[src/rtl/oled_pkg.sv]
// oled_pkg: shared widths and FSM encoding for the OLED framebuffer arbiter
package oled_pkg;

    localparam int unsigned OLED_X_BITS     = 7;
    localparam int unsigned OLED_Y_BITS     = 7;
    localparam int unsigned OLED_ADDR_BITS  = OLED_Y_BITS + OLED_X_BITS;
    localparam int unsigned OLED_COLOR_BITS = 16;

    typedef enum logic [1:0] {
        IDLE       = 2'd0,
        RD_ISSUE   = 2'd1,
        RD_CAPTURE = 2'd2
    } oled_state_e;

endpackage

[src/rtl/oled_fb_arbiter.sv]
// oled_fb_arbiter: shares one single-port framebuffer between scan reads and camera writes
// Ports: clk/reset (sync, active-high); scan_* read requester with registered scan_color
// and frame_start pulse; cam_* valid/ready write requester; mem_* external RAM port
// (address {y,x}, 1-cycle read latency); stall_count saturating camera back-pressure count.
module oled_fb_arbiter
    import oled_pkg::*;
#(
    parameter int unsigned C_X_BITS     = OLED_X_BITS,
    parameter int unsigned C_Y_BITS     = OLED_Y_BITS,
    parameter int unsigned C_COLOR_BITS = OLED_COLOR_BITS
) (
    input  logic                         clk,
    input  logic                         reset,
    input  logic [C_X_BITS-1:0]          scan_x,
    input  logic [C_Y_BITS-1:0]          scan_y,
    input  logic                         scan_next,
    output logic [C_COLOR_BITS-1:0]      scan_color,
    input  logic                         cam_valid,
    output logic                         cam_ready,
    input  logic [C_X_BITS-1:0]          cam_x,
    input  logic [C_Y_BITS-1:0]          cam_y,
    input  logic [C_COLOR_BITS-1:0]      cam_data,
    output logic [C_Y_BITS+C_X_BITS-1:0] mem_addr,
    output logic                         mem_we,
    output logic [C_COLOR_BITS-1:0]      mem_wdata,
    input  logic [C_COLOR_BITS-1:0]      mem_rdata,
    output logic                         frame_start,
    output logic [15:0]                  stall_count
);

    localparam int unsigned C_ADDR_BITS = C_Y_BITS + C_X_BITS;

    oled_state_e             state_q, state_d;
    logic [C_ADDR_BITS-1:0]  addr_q, addr_d;
    logic                    we_q, we_d;
    logic [C_COLOR_BITS-1:0] wdata_q, wdata_d;
    logic [C_COLOR_BITS-1:0] color_q, color_d;
    logic                    fs_q, fs_d;
    logic [15:0]             stall_q, stall_d;
    logic                    rd_go, wr_go;

    // Reads always beat writes; the camera only sees ready on genuinely free cycles.
    assign cam_ready = !reset && state_q == IDLE && !scan_next;
    assign rd_go     = state_q == IDLE && scan_next;
    assign wr_go     = cam_valid && cam_ready;

    always_comb begin
        state_d = state_q == IDLE     ? (scan_next ? RD_ISSUE : IDLE) :
                  state_q == RD_ISSUE ? RD_CAPTURE : IDLE;
        addr_d  = rd_go ? {scan_y, scan_x} : wr_go ? {cam_y, cam_x} : addr_q;
        we_d    = wr_go;
        wdata_d = wr_go ? cam_data : wdata_q;
        // RAM data for the address presented in RD_ISSUE arrives during RD_CAPTURE.
        color_d = state_q == RD_CAPTURE ? mem_rdata : color_q;
        fs_d    = rd_go && scan_x == '0 && scan_y == '0;
        stall_d = (cam_valid && !cam_ready && stall_q != 16'hFFFF) ? stall_q + 16'd1 : stall_q;
    end

    always_ff @(posedge clk) begin
        if (reset) begin
            state_q <= IDLE;
            addr_q  <= '0;
            we_q    <= 1'b0;
            wdata_q <= '0;
            color_q <= '0;
            fs_q    <= 1'b0;
            stall_q <= '0;
        end else begin
            state_q <= state_d;
            addr_q  <= addr_d;
            we_q    <= we_d;
            wdata_q <= wdata_d;
            color_q <= color_d;
            fs_q    <= fs_d;
            stall_q <= stall_d;
        end
    end

    assign mem_addr    = addr_q;
    assign mem_we      = we_q;
    assign mem_wdata   = wdata_q;
    assign scan_color  = color_q;
    assign frame_start = fs_q;
    assign stall_count = stall_q;

endmodule

[config.mk]
export PLATFORM = sky130hd
export DESIGN_NAME = oled_fb_arbiter
export DESIGN_NICKNAME = d
export VERILOG_FILES = /design/src/rtl/oled_pkg.sv /design/src/rtl/oled_fb_arbiter.sv
export SDC_FILE = /design/constraint.sdc
export NUM_CORES = 1
export LEC_CHECK = 0
export BUFFER_PORTS_ARGS = -buffer_cell sky130_fd_sc_hd__buf_2
export CAP_MARGIN = 20
export CORE_ASPECT_RATIO = 1.25
export CORE_MARGIN = 4
export CORE_UTILIZATION = 33
export CTS_CLUSTER_DIAMETER = 30
export DETAILED_ROUTE_END_ITERATION = 16
export PLACE_DENSITY_LB_ADDON = 0.1
export SYNTH_ARGS = -nofsm -noshare
export SYNTH_HDL_FRONTEND = slang
export SYNTH_SLANG_ARGS = --single-unit
[constraint.sdc]
create_clock -name clk -period 2.3 [get_ports clk]
set_input_delay 0.345 -clock clk [delete_from_list [all_inputs] [get_ports clk]]
set_output_delay 0.345 -clock clk [all_outputs]
set_load 0.02 [all_outputs]
==> flow_summary.toml <==
[sta]
rsz0062_at_grt = "no"
fin_crit_ns = 1.98
hold_viol = 0
worst_pin_slew_ns = 0.629
fmax_mhz = 505
layout_setup_ws_ns = 0.322
relSlewSlack_pct = 58.1
skew_ns = 0.0139
setup_violations = 0
period_share_pct = 86.0
setup_tns_ns = 0
drv_slew = 0

[setup_path]
slowest_stage = "o311ai_2"
crit_buf_inv = 0
cp.arrival_ns = 2.19
cp-start-kind = "flip-flop"
crit_type = "reg -> reg"
path_cells = "ha_1, nand2_1, o311ai_2, nor4_1, mux2_2"
cp_max_fo = 9
critPathTopFamily = "compound AO/OA/AOI/OAI gates"
required_ns = 2.51
max_stage_delay_ns = 0.53
end_kind = "flip-flop"

[drt]
dr_total_vias = 2816
first_iter_violations = 109
drtPass1Iterations = 4
wirelength_um = 7900
viasPerCell = 4.99
wl_per_cell_um = 14.0
post-route-drc-count = 0
ant_nets = 0

[die]
chipWidth_um = 89.6
dieArea_mm2 = 0.00986
die_h_um = 110
core_mm2 = 0.00797
initial_utilization_pct = 34.4
num_rows = 36
io_pins = 129

[clock_network]
cts_root_buffer = "clkbuf_8"
cts.sinks = 66
postCtsSetupRepairBufs = 0
cts_tree = "done"
htreeDepth = 3
ctsLongestPathBuffers = 2
clock_latency_ns = 0.34
cts-resized-gates = 0
cts_buffers = 9
ctsHoldBuffers = 0
clkTransAtPathRegs_ns = 0.08

[synthesis]
synth_edf_count = 0
syn_area_per_cell_um2 = 8.01
async_flop_share_pct = 0
seq_area_frac_synth_pct = 48.1
yosysTopAreaCellShare_pct = 48.1
ys.flop_type = "dfxtp_1"
yosysMostFrequentCell = "nand2_1"
syn_area_mm2 = 0.00275
yosysTopAreaCell = "dfxtp_1"
synthTopCellsByCount = "106 x nand2_1, 66 x dfxtp_1, 40 x a21oi_1"
synth.distinct_cells = 35
ys_ff_latch = 66
synth_fp_nets = 408
yosys_warnings = 0
synth.top_cells.by_area = "dfxtp_1 48%, nand2_1 14%, a21oi_1 7.3%"
synthCells = 343

[global_routing]
grt_max_degree = 56
grt_pass1_vias = 2705
grt_use_total_pct = 16.5
overflow = 0
grt_pass1_wl_um = 12700
antenna_found_initial = 0

[power_and_ir_drop]
p_total_mw = 2.39
p_leak_nw = 1.56
ir_drop_uv = 304
p_per_area_mw_per_mm2 = 658

[place]
port_buffers = 128
hpwl_um = 5600
gp_congestion = 0.797
dp_slack_ns = 0.352

[status]
outcome = "completed"

[job]
maxCapViolations = 0

[layout]
drive_gt1_share_pct = 34.1
fin_nets = 531
postLayoutCoreUtil_pct = 45.6
num_antenna_cells = 0
area_delta_synth_final_pct = 32.4
fillers = 851

[min_path]
hold_path_class = "in -> reg"
==> stage by stage <==
step / cell area, um2 / hold WS [ns] / cells
detailed placement: 3460 / 0.443 / 550
floorplan: 2750 / 0.481 / 343
global placement: 3460 / 0.439 / 550
finish: 3640 / 0.243 / 564
global route: 3640 / 0.218 / 564
CTS: 3640 / 0.224 / 564
==> worst paths after layout <==
kind,startpoint,to,slack (ns),cells after the start
worst max-delay path,stall_count[0],stall_count[15],0.32,5
worst min-delay path,cam_data[9],mem_wdata[9],0.24,3
worst max register to register,stall_count[0],stall_count[15],0.32,5
worst min register to register,scan_color[5],scan_color[5],0.45,2
==> flip-flops by register name, indices dropped and copies added, names as in the netlist <==
| register | cells |
|---|---|
| mem_wdata | 16 |
| scan_color | 16 |
| stall_count | 16 |
| mem_addr | 14 |
| state_q | 2 |
| frame_start | 1 |
| mem_we | 1 |
==> cell type report <==
class,count,area (um2),area share (%)
flip-flops and latches,66,1320,36.3
well taps,95,119,3.27
inverters,2,7.51,0.206
clock buffers,12,165,4.54
multi-input cells,253,1330,36.5
repair buffers,134,686,18.9
clock inverters,2,12.5,0.344
==> where the power goes <==
part	internal, mW	switching [mW]	total (mW)
registers	1.19	0.0278	1.21
logic	0.113	0.179	0.292
clock network	0.466	0.421	0.887
total	1.77	0.628	2.39
==> per-layer routing <==
layer	part of all wire (%)	global-route usage, %
met5	0	0
met4	1.8	7.13
met3	8.1	6.32
met2	48	25.8
met1	43	20.0
==> logic make-up (layout without fill, tap and decap cells) <==
logic type,Yosys count,after routing,synth area share [%]
fa+ha+maj,1,1,0.456
flops,66,66,48.1
compound gates,69,69,16.3
buf+inv,24,150,3.60
mux,6,6,2.41
simple gates,177,177,29.2
==> worst reg2reg max path, cell delays in order (launching register included) <==
cell,delay [ns]
dfxtp_1,0.47
ha_1,0.32
nand2_1,0.14
o311ai_2,0.53
nor4_1,0.11
mux2_2,0.28
==> placed cells by master, fill, tap and decap left out, drive strengths merged, types with 2 or more instances in the layout <==
master and n:
dfxtp 66, mux2 5, buf 134, or4 4, nor2b 6, nor2 26
clkbuf 12, o31ai 5, a211oi 2, inv 2, nor3 6, a21oi 40
a311oi 14, nand4 6, or3 2, o21ai 4, nand3 5, nor4 11
nand2 106
No activity file was read; power rests on OpenSTA's default activity.
